### config.mk
export PLATFORM = sky130hd
export DESIGN_NAME = spm_mul_flat
export DESIGN_NICKNAME = d
export VERILOG_FILES = /design/src/rtl/spm_pkg.sv /design/src/rtl/spm_mul_if.sv /design/src/rtl/spm_datapath.sv /design/src/rtl/spm_mul.sv /design/src/flat_wrapper.sv
export SDC_FILE = /design/constraint.sdc
export NUM_CORES = 1
export LEC_CHECK = 0
export BUFFER_PORTS_ARGS = -buffer_cell sky130_fd_sc_hd__buf_2
export CORE_UTILIZATION = 60
export DETAILED_ROUTE_END_ITERATION = 7
export PLACE_DENSITY_LB_ADDON = 0.25
export REMOVE_ABC_BUFFERS = 1
export SYNTH_ARGS = -nofsm -noshare
export SYNTH_HDL_FRONTEND = slang
export SYNTH_SLANG_ARGS = --single-unit
### constraint.sdc
create_clock -name clk -period 7.8 [get_ports clk]
set_input_delay 0 -clock clk [delete_from_list [all_inputs] [get_ports clk]]
set_output_delay 0 -clock clk [all_outputs]
set_load 0.05 [all_outputs]
### src/rtl/spm_pkg.sv
// Shared types and elaboration helpers for the serial-parallel multiplier.
package spm_pkg;

  typedef enum logic [1:0] {
    IDLE,
    RUNNING,
    DONE
  } spm_state_e;

  localparam int unsigned W_MIN = 2;
  localparam int unsigned W_MAX = 32;

  // Bit-step counter width; never narrower than one bit.
  function automatic int unsigned cnt_width(input int unsigned w);
    return (w > 2) ? $clog2(w) : 1;
  endfunction

endpackage

### src/rtl/spm_mul_if.sv
// Streaming operand/product port bundle for spm_mul.
interface spm_mul_if #(
  parameter int unsigned W = 8
);
  logic           in_valid;
  logic           in_ready;
  logic [W-1:0]   mc;
  logic [W-1:0]   mp;
  logic           is_signed;
  logic           out_valid;
  logic           out_ready;
  logic [2*W-1:0] p;
  logic           busy;

  modport master (
    output in_valid, mc, mp, is_signed, out_ready,
    input  in_ready, out_valid, p, busy
  );

  modport slave (
    input  in_valid, mc, mp, is_signed, out_ready,
    output in_ready, out_valid, p, busy
  );
endinterface

### src/rtl/spm_datapath.sv
// Operand registers, multiplier shift register and shift-right accumulator.
module spm_datapath #(
  parameter int unsigned W = 8
) (
  input  logic           clk,
  input  logic           rst,
  input  logic           load,
  input  logic           step,
  input  logic           last_step,
  input  logic [W-1:0]   mc,
  input  logic [W-1:0]   mp,
  input  logic           is_signed,
  output logic [2*W-1:0] p
);
  logic [W-1:0] mc_q;
  logic [W-1:0] mp_sr;
  logic         sgn_q;
  logic [2*W:0] acc;
  logic [W+1:0] hi_x;
  logic [W+1:0] add_x;
  logic [W+1:0] sum;

  // The multiplicand is added into the top W+1 bits and the whole accumulator
  // shifts right each step, so the bit that falls off acc[0] is always zero.
  always_comb begin
    hi_x  = {sgn_q & acc[2*W], acc[2*W:W]};
    add_x = mp_sr[0] ? {{2{sgn_q & mc_q[W-1]}}, mc_q} : '0;
    sum   = (last_step && sgn_q) ? hi_x - add_x : hi_x + add_x;
  end

  always_ff @(posedge clk or posedge rst) begin
    if (rst) begin
      mc_q  <= '0;
      mp_sr <= '0;
      sgn_q <= 1'b0;
      acc   <= '0;
    end else if (load) begin
      mc_q  <= mc;
      mp_sr <= mp;
      sgn_q <= is_signed;
      acc   <= '0;
    end else if (step) begin
      acc   <= {sum, acc[W-1:1]};
      mp_sr <= {1'b0, mp_sr[W-1:1]};
    end
  end

  assign p = acc[2*W-1:0];

endmodule

### src/rtl/spm_mul.sv
// Serial-parallel multiplier top: control FSM, bit counter and handshakes.
module spm_mul
  import spm_pkg::*;
#(
  parameter int unsigned W = 8
) (
  input  logic     clk,
  input  logic     rst,
  spm_mul_if.slave bus
);
  localparam int unsigned CW = cnt_width(W);

  generate
    if (W < W_MIN || W > W_MAX) begin : g_bad_width
      $error("spm_mul: W out of supported range");
    end
  endgenerate

  spm_state_e    state;
  logic [CW-1:0] cnt;
  logic          accept;
  logic          step;
  logic          last_step;

  // in_ready in DONE follows out_ready so a result can retire and a new pair
  // can be accepted on the same edge.
  assign bus.in_ready  = (state == IDLE) || ((state == DONE) && bus.out_ready);
  assign bus.out_valid = (state == DONE);
  assign bus.busy      = (state != IDLE);

  assign accept    = bus.in_valid && bus.in_ready;
  assign step      = (state == RUNNING);
  assign last_step = step && (cnt == CW'(W - 1));

  always_ff @(posedge clk or posedge rst) begin
    if (rst) begin
      state <= IDLE;
      cnt   <= '0;
    end else begin
      case (state)
        IDLE: begin
          cnt <= '0;
          if (accept) state <= RUNNING;
        end
        RUNNING: begin
          if (last_step) begin
            state <= DONE;
            cnt   <= '0;
          end else begin
            cnt <= cnt + 1'b1;
          end
        end
        DONE: begin
          cnt <= '0;
          if (bus.out_ready) state <= bus.in_valid ? RUNNING : IDLE;
        end
        default: begin
          state <= IDLE;
          cnt   <= '0;
        end
      endcase
    end
  end

  spm_datapath #(
    .W(W)
  ) u_datapath (
    .clk       (clk),
    .rst       (rst),
    .load      (accept),
    .step      (step),
    .last_step (last_step),
    .mc        (bus.mc),
    .mp        (bus.mp),
    .is_signed (bus.is_signed),
    .p         (bus.p)
  );

endmodule
### src/flat_wrapper.sv
// flat-port wrapper written by rule: the top's interface ports become plain ports
module spm_mul_flat import spm_pkg::*;
#(
  parameter int unsigned W = 8
)
  (clk, rst, bus_in_valid, bus_mc, bus_mp, bus_is_signed, bus_out_ready, bus_in_ready, bus_out_valid, bus_p, bus_busy);
  spm_mul_if #(.W(W)) bus_i ();
  input  logic clk;
  input  logic rst;
  input wire logic [$bits(bus_i.in_valid)-1:0] bus_in_valid;
  input wire logic [$bits(bus_i.mc)-1:0] bus_mc;
  input wire logic [$bits(bus_i.mp)-1:0] bus_mp;
  input wire logic [$bits(bus_i.is_signed)-1:0] bus_is_signed;
  input wire logic [$bits(bus_i.out_ready)-1:0] bus_out_ready;
  output wire logic [$bits(bus_i.in_ready)-1:0] bus_in_ready;
  output wire logic [$bits(bus_i.out_valid)-1:0] bus_out_valid;
  output wire logic [$bits(bus_i.p)-1:0] bus_p;
  output wire logic [$bits(bus_i.busy)-1:0] bus_busy;
  assign bus_i.in_valid = bus_in_valid;
  assign bus_i.mc = bus_mc;
  assign bus_i.mp = bus_mp;
  assign bus_i.is_signed = bus_is_signed;
  assign bus_i.out_ready = bus_out_ready;
  assign bus_in_ready = bus_i.in_ready;
  assign bus_out_valid = bus_i.out_valid;
  assign bus_p = bus_i.p;
  assign bus_busy = bus_i.busy;
  spm_mul #(.W(W)) u_core (.clk(clk), .rst(rst), .bus(bus_i));
endmodule
After elaboration in Yosys (flattened, before gate mapping)
Cells that the tools add are included.
{ "word_totals": {"ff_bits": 39, "output_inout_bits": 19, "word_cells": 39} }
{ "classes": {"n_addsub": 3, "eq_ne": 6, "muxes": 13, "n_bitwise": 2, "n_reduce_logical": 9} }
{ "ops": {"columns": ["op", "count"], "rows": [
  ["$mux W17", 2],
  ["$mux W10", 2],
  ["$mux W8", 2],
  ["$add A10 B10 Y10", 1],
  ["$sub A10 B10 Y10", 1],
  ["$mux W2", 3],
  ["$mux W3", 2],
  ["$pmux W2 S3", 1],
  ["$logic_and A1 B1 Y1", 4],
  ["$ne A2 B2 Y1 const B", 2],
  ["$reduce_bool A2 Y1", 2],
  ["$add A3 B1 Y3 const B", 1],
  ["$eq A3 B3 Y1 const B", 1],
  ["$reduce_and A3 Y1", 1],
  ["$and A1 B1 Y1", 2],
  ["$eq A2 B1 Y1 const B", 1],
  ["$eq A2 B2 Y1 const B", 1],
  ["$logic_not A2 Y1", 1],
  ["$ne A2 B1 Y1 const B", 1],
  ["$logic_or A1 B1 Y1", 1],
  ["$mux W1", 1]
]} }

Depth between registers and ports, before layout
{ "depth": {"depth_word": 6, "depth_mapped": 15, "ltp_nobuf": 14} }

Modules after synthesis
From an unflattened synthesis, not the netlist that was laid out.
{ "unflattened": {"hier_cells": 261, "area_unflattened_um2": 2482.4} }
{ "modules_own_cells": {"columns": ["mod", "n_inst", "cells_per_inst", "area_per_inst_um2", "seq_area_each_um2"], "rows": [
  ["spm_datapath", 1, 238, 2237.1, 850.8],
  ["spm_mul", 1, 23, 245.2, 125.1]
]} }

Worst setup path after synthesis
No wires, ideal clock.
{ "synth_timing": {"path_type": "reg-to-reg", "from": "register u_core.u_datapath.mp_sr[0]", "to": "register u_core.u_datapath.acc[16]", "arrival_time_ns": 2.664, "required_ns": 7.669, "setup_slack_ns": 5.005, "path_stages_with_launch": 15, "cell_sequence": "dfrtp_1 > clkbuf_1 > nand2_1 > ha_1 > o21ai_0 > o21ai_0 > nand2_1 > o21ai_0 > a22oi_1 > ha_1 > a2111o_1 > o21ai_1 > o21ai_1 > xnor2_1 > o21ai_1"} }
{ "synth_between": {"elab_chain_cells": 5, "word_cells_on_any_way": 6} }
{ "synth_rtl": {"columns": ["element", "line_no", "text"], "rows": [
  ["start: declaration", "spm_datapath.sv:16", "logic [W-1:0] mp_sr;"],
  ["start signal: assignment", "spm_datapath.sv:39", "mp_sr <= mp;"],
  ["start signal: assignment", "spm_datapath.sv:44", "mp_sr <= {1'b0, mp_sr[W-1:1]};"],
  ["$mux W10 *", "spm_datapath.sv:27", "add_x = mp_sr[0] ? {{2{sgn_q & mc_q[W-1]}}, mc_q} : '0;"],
  ["$add A10 B10 Y10 or $sub A10 B10 Y10 (tied branches)", "spm_datapath.sv:28", "sum = (last_step && sgn_q) ? hi_x - add_x : hi_x + add_x;"],
  ["$mux W10 *", "spm_datapath.sv:28", null],
  ["$mux W17 *", "spm_datapath.sv:42", "end else if (step) begin"],
  ["$mux W17 *", "spm_datapath.sv:37", "end else if (load) begin"],
  ["end signal: assignment", "spm_datapath.sv:43", "acc <= {sum, acc[W-1:1]};"],
  ["end: declaration", "spm_datapath.sv:18", "logic [2*W:0] acc;"]
]} }
Every way passes the cells marked *; elsewhere a longest branch is shown, timed or not. The select of a mux whose other input is x is not followed.
A chain may end at the register's enable or synchronous reset.

Worst setup path after layout
Ends and elaborated chain as after synthesis.

==> flow_summary.yaml <==
synth:
  synth_ff_type: "dfrtp_1"
  synth_area_um2: 2340
  ys_top_cells_by_count: "dfrtp_1, nand2_1, o21ai_0"
  yosys.area.top_type: "dfrtp_1"
  ys_types: 47
  ys_warn_count: 0
  synth_area_leaders: "dfrtp_1, ha_1, buf_4"
  yosys.area.top_type_share: 0.417
  syn_inst: 228
  yosysMostFrequentCell: "dfrtp_1"
  synth_seq_area_share: 0.417
  syn_avg_cell_area_um2: 10.3
  ys_seq_elements: 39
  synth-edff-count: 0
  synth_async_sr_flop_share: 1.00
layout:
  multi_input_area_um2: 1120
  layout.nets: 303
  drive_gt1_frac: 0.252
  area_growth_pct: 15.8
  diodes: 0
  seq_area_um2: 976
  fillers: 295
status:
  status: "complete, no violations"
clocking:
  cts_buffers: 5
  path_clk_slew_ps: 80
  cts_num_sinks: 39
  cts_root_buf: "clkbuf_8"
  htree_levels: 2
  post_cts.repair.setup_buffers: 0
  cts_tree: "built"
  clk_latency_ps: 290
  clockBufferDepth: 2
global_routing:
  grt_pass1_wl_um: 8420
  grt_usage: 0.270
  gr-total-overflow: 0
  grt-busiest-layer: "met2"
  gr-usage-met2: 0.443
  grt_max_degree: 40
  grt_use_met3: 0.0546
  grt_pass1_vias: 1782
  antenna_found_initial: 0
  grt_use_met1: 0.359
timing:
  relSlewSlack: 0.671
  finalSetupViolCount: 0
  rsz0062_at_grt: "no"
  hold_viol: 0
  finalSetupTns_ps: 0
  maxSlewViolCount: 0
  tightest_slew_ps: 493
  finalClockSkew_ps: 6.42
  period_needed_ps: 3130
  post-route-period-util: 0.401
  fmax_mhz: 320
detailed_routing:
  drtIter0Drc: 134
  routed_via_density: 5.71
  drt_pass1_iterations: 6
  wire_per_inst_um: 15.4
  postRouteAntennaNets: 0
  route.detailed.drc: 0
  routed_wl_um: 4900
  vias: 1817
die:
  num_rows: 22
  die_area_um2: 4150
  die_x_um: 64.4
  ios: 40
  initial_core_util: 0.634
  core_area_um2: 3690
  die_y_um: 64.4
worst_setup_path:
  path_class: "flop to flop"
  path_max_fanout: 16
  required_ps: 7970
  crit_path_start_kind: "flop"
  end_kind: "flop"
  cp.arrival_ps: 3300
placed_design:
  place_hpwl_um: 3130
  numPortBuffers: 39
  place_congestion: 0.947
hold_path:
  hp-class: "input pin to flop"
flow_run:
  drv_cap: 0
-- state kept, by name, indices dropped and copies added (netlist names) --
signal and flops:
u_core.u_datapath.mc_q 8, u_core.state 2, u_core.u_datapath.sgn_q 1, u_core.cnt 3
u_core.u_datapath.mp_sr 8, u_core.u_datapath.acc 17
-- through the flow --
step                      utilization  hold slack (ps)  area (um^2)  instances  setup WS (ps)
final                           0.735             50.1         2710        318           4670
after global routing            0.735             92.4         2710        318           4420
after CTS                       0.735             42.4         2710        318           4690
after detailed placement        0.658              148         2430        292           4710
after global placement          0.658              142         2430        292           4750
after floorplan                     -              117         2160        203           5120
-- cell families (layout without fill, tap and decap cells) --
kind of cell | Yosys count | after routing | share of synthesized area
XOR/XNOR | 12 | 12 | 0.0449
buffers and inverters | 40 | 82 | 0.103
AND/OR/NAND/NOR | 48 | 48 | 0.117
multiplexers | 8 | 8 | 0.0385
AO/OA/AOI/OAI | 68 | 68 | 0.207
adder cells (fa/ha/maj) | 13 | 13 | 0.0727
flip-flops | 39 | 39 | 0.417
-- critical path: stages (launching register included) --
cell and delay, ps:
dfrtp_1 650, nand2_1 140, ha_1 290, o21ai_0 150, o21ai_0 120, nand2_1 70
o21ai_0 70, a22oi_1 240, ha_1 330, a2111o_1 380, o21ai_1 220, o21ai_1 120
xnor2_1 140, o21ai_1 70
-- routing by layer --
layer | up-vias | part of all wire
li1 | 877 | -
met1 | 872 | 0.44
met2 | 62 | 0.49
met3 | 6 | 0.052
met4 | 0 | 0.012
met5 | - | 0
-- what timing repair did --
action / in CTS / in global routing
resized for setup: 0 / 0
hold buffers: 18 / 0
hold endpoints to repair: 56 / 0
-- cells in the final DEF (no fill, tap or decap), types with 8 or more instances in the layout --
master and count:
ha_1 12, o21ai_0 18, a22o_1 10, mux2_2 8
nand2_1 21, inv_1 15, dlygate4sd3_1 18, dfrtp_1 39
nor2_1 9, buf_2 39
-- area by class of cell --
cell class | instances | share of cell area
flip-flops and latches | 39 | 0.360
inverters | 15 | 0.0208
multi-input cells | 149 | 0.415
clock inverters | 1 | 0.00277
repair buffers | 59 | 0.144
clock buffers | 7 | 0.0355
well taps | 48 | 0.0222
-- path summary, 6_finish.rpt --
| kind | depth (start not counted) | from | slack (ps) | endpoint |
|---|---|---|---|---|
| setup / recovery | 13 | u_core.u_datapath.mp_sr[0] | 4670 | u_core.u_datapath.acc[16] |
| hold / removal | 3 | bus_out_ready | 50 | u_core.state[1] |
| setup reg to reg | 13 | u_core.u_datapath.mp_sr[0] | 4670 | u_core.u_datapath.acc[16] |
| hold reg to reg | 1 | u_core.cnt[0] | 440 | u_core.cnt[0] |
| max in group asynchronous | 4 | rst | 7080 | u_core.u_datapath.acc[9] |
| min in group asynchronous | 4 | rst | 380 | u_core.u_datapath.acc[3] |
Power is not shown: default switching activity piles up to over one toggle a cycle in this logic, so the estimate is an artifact.
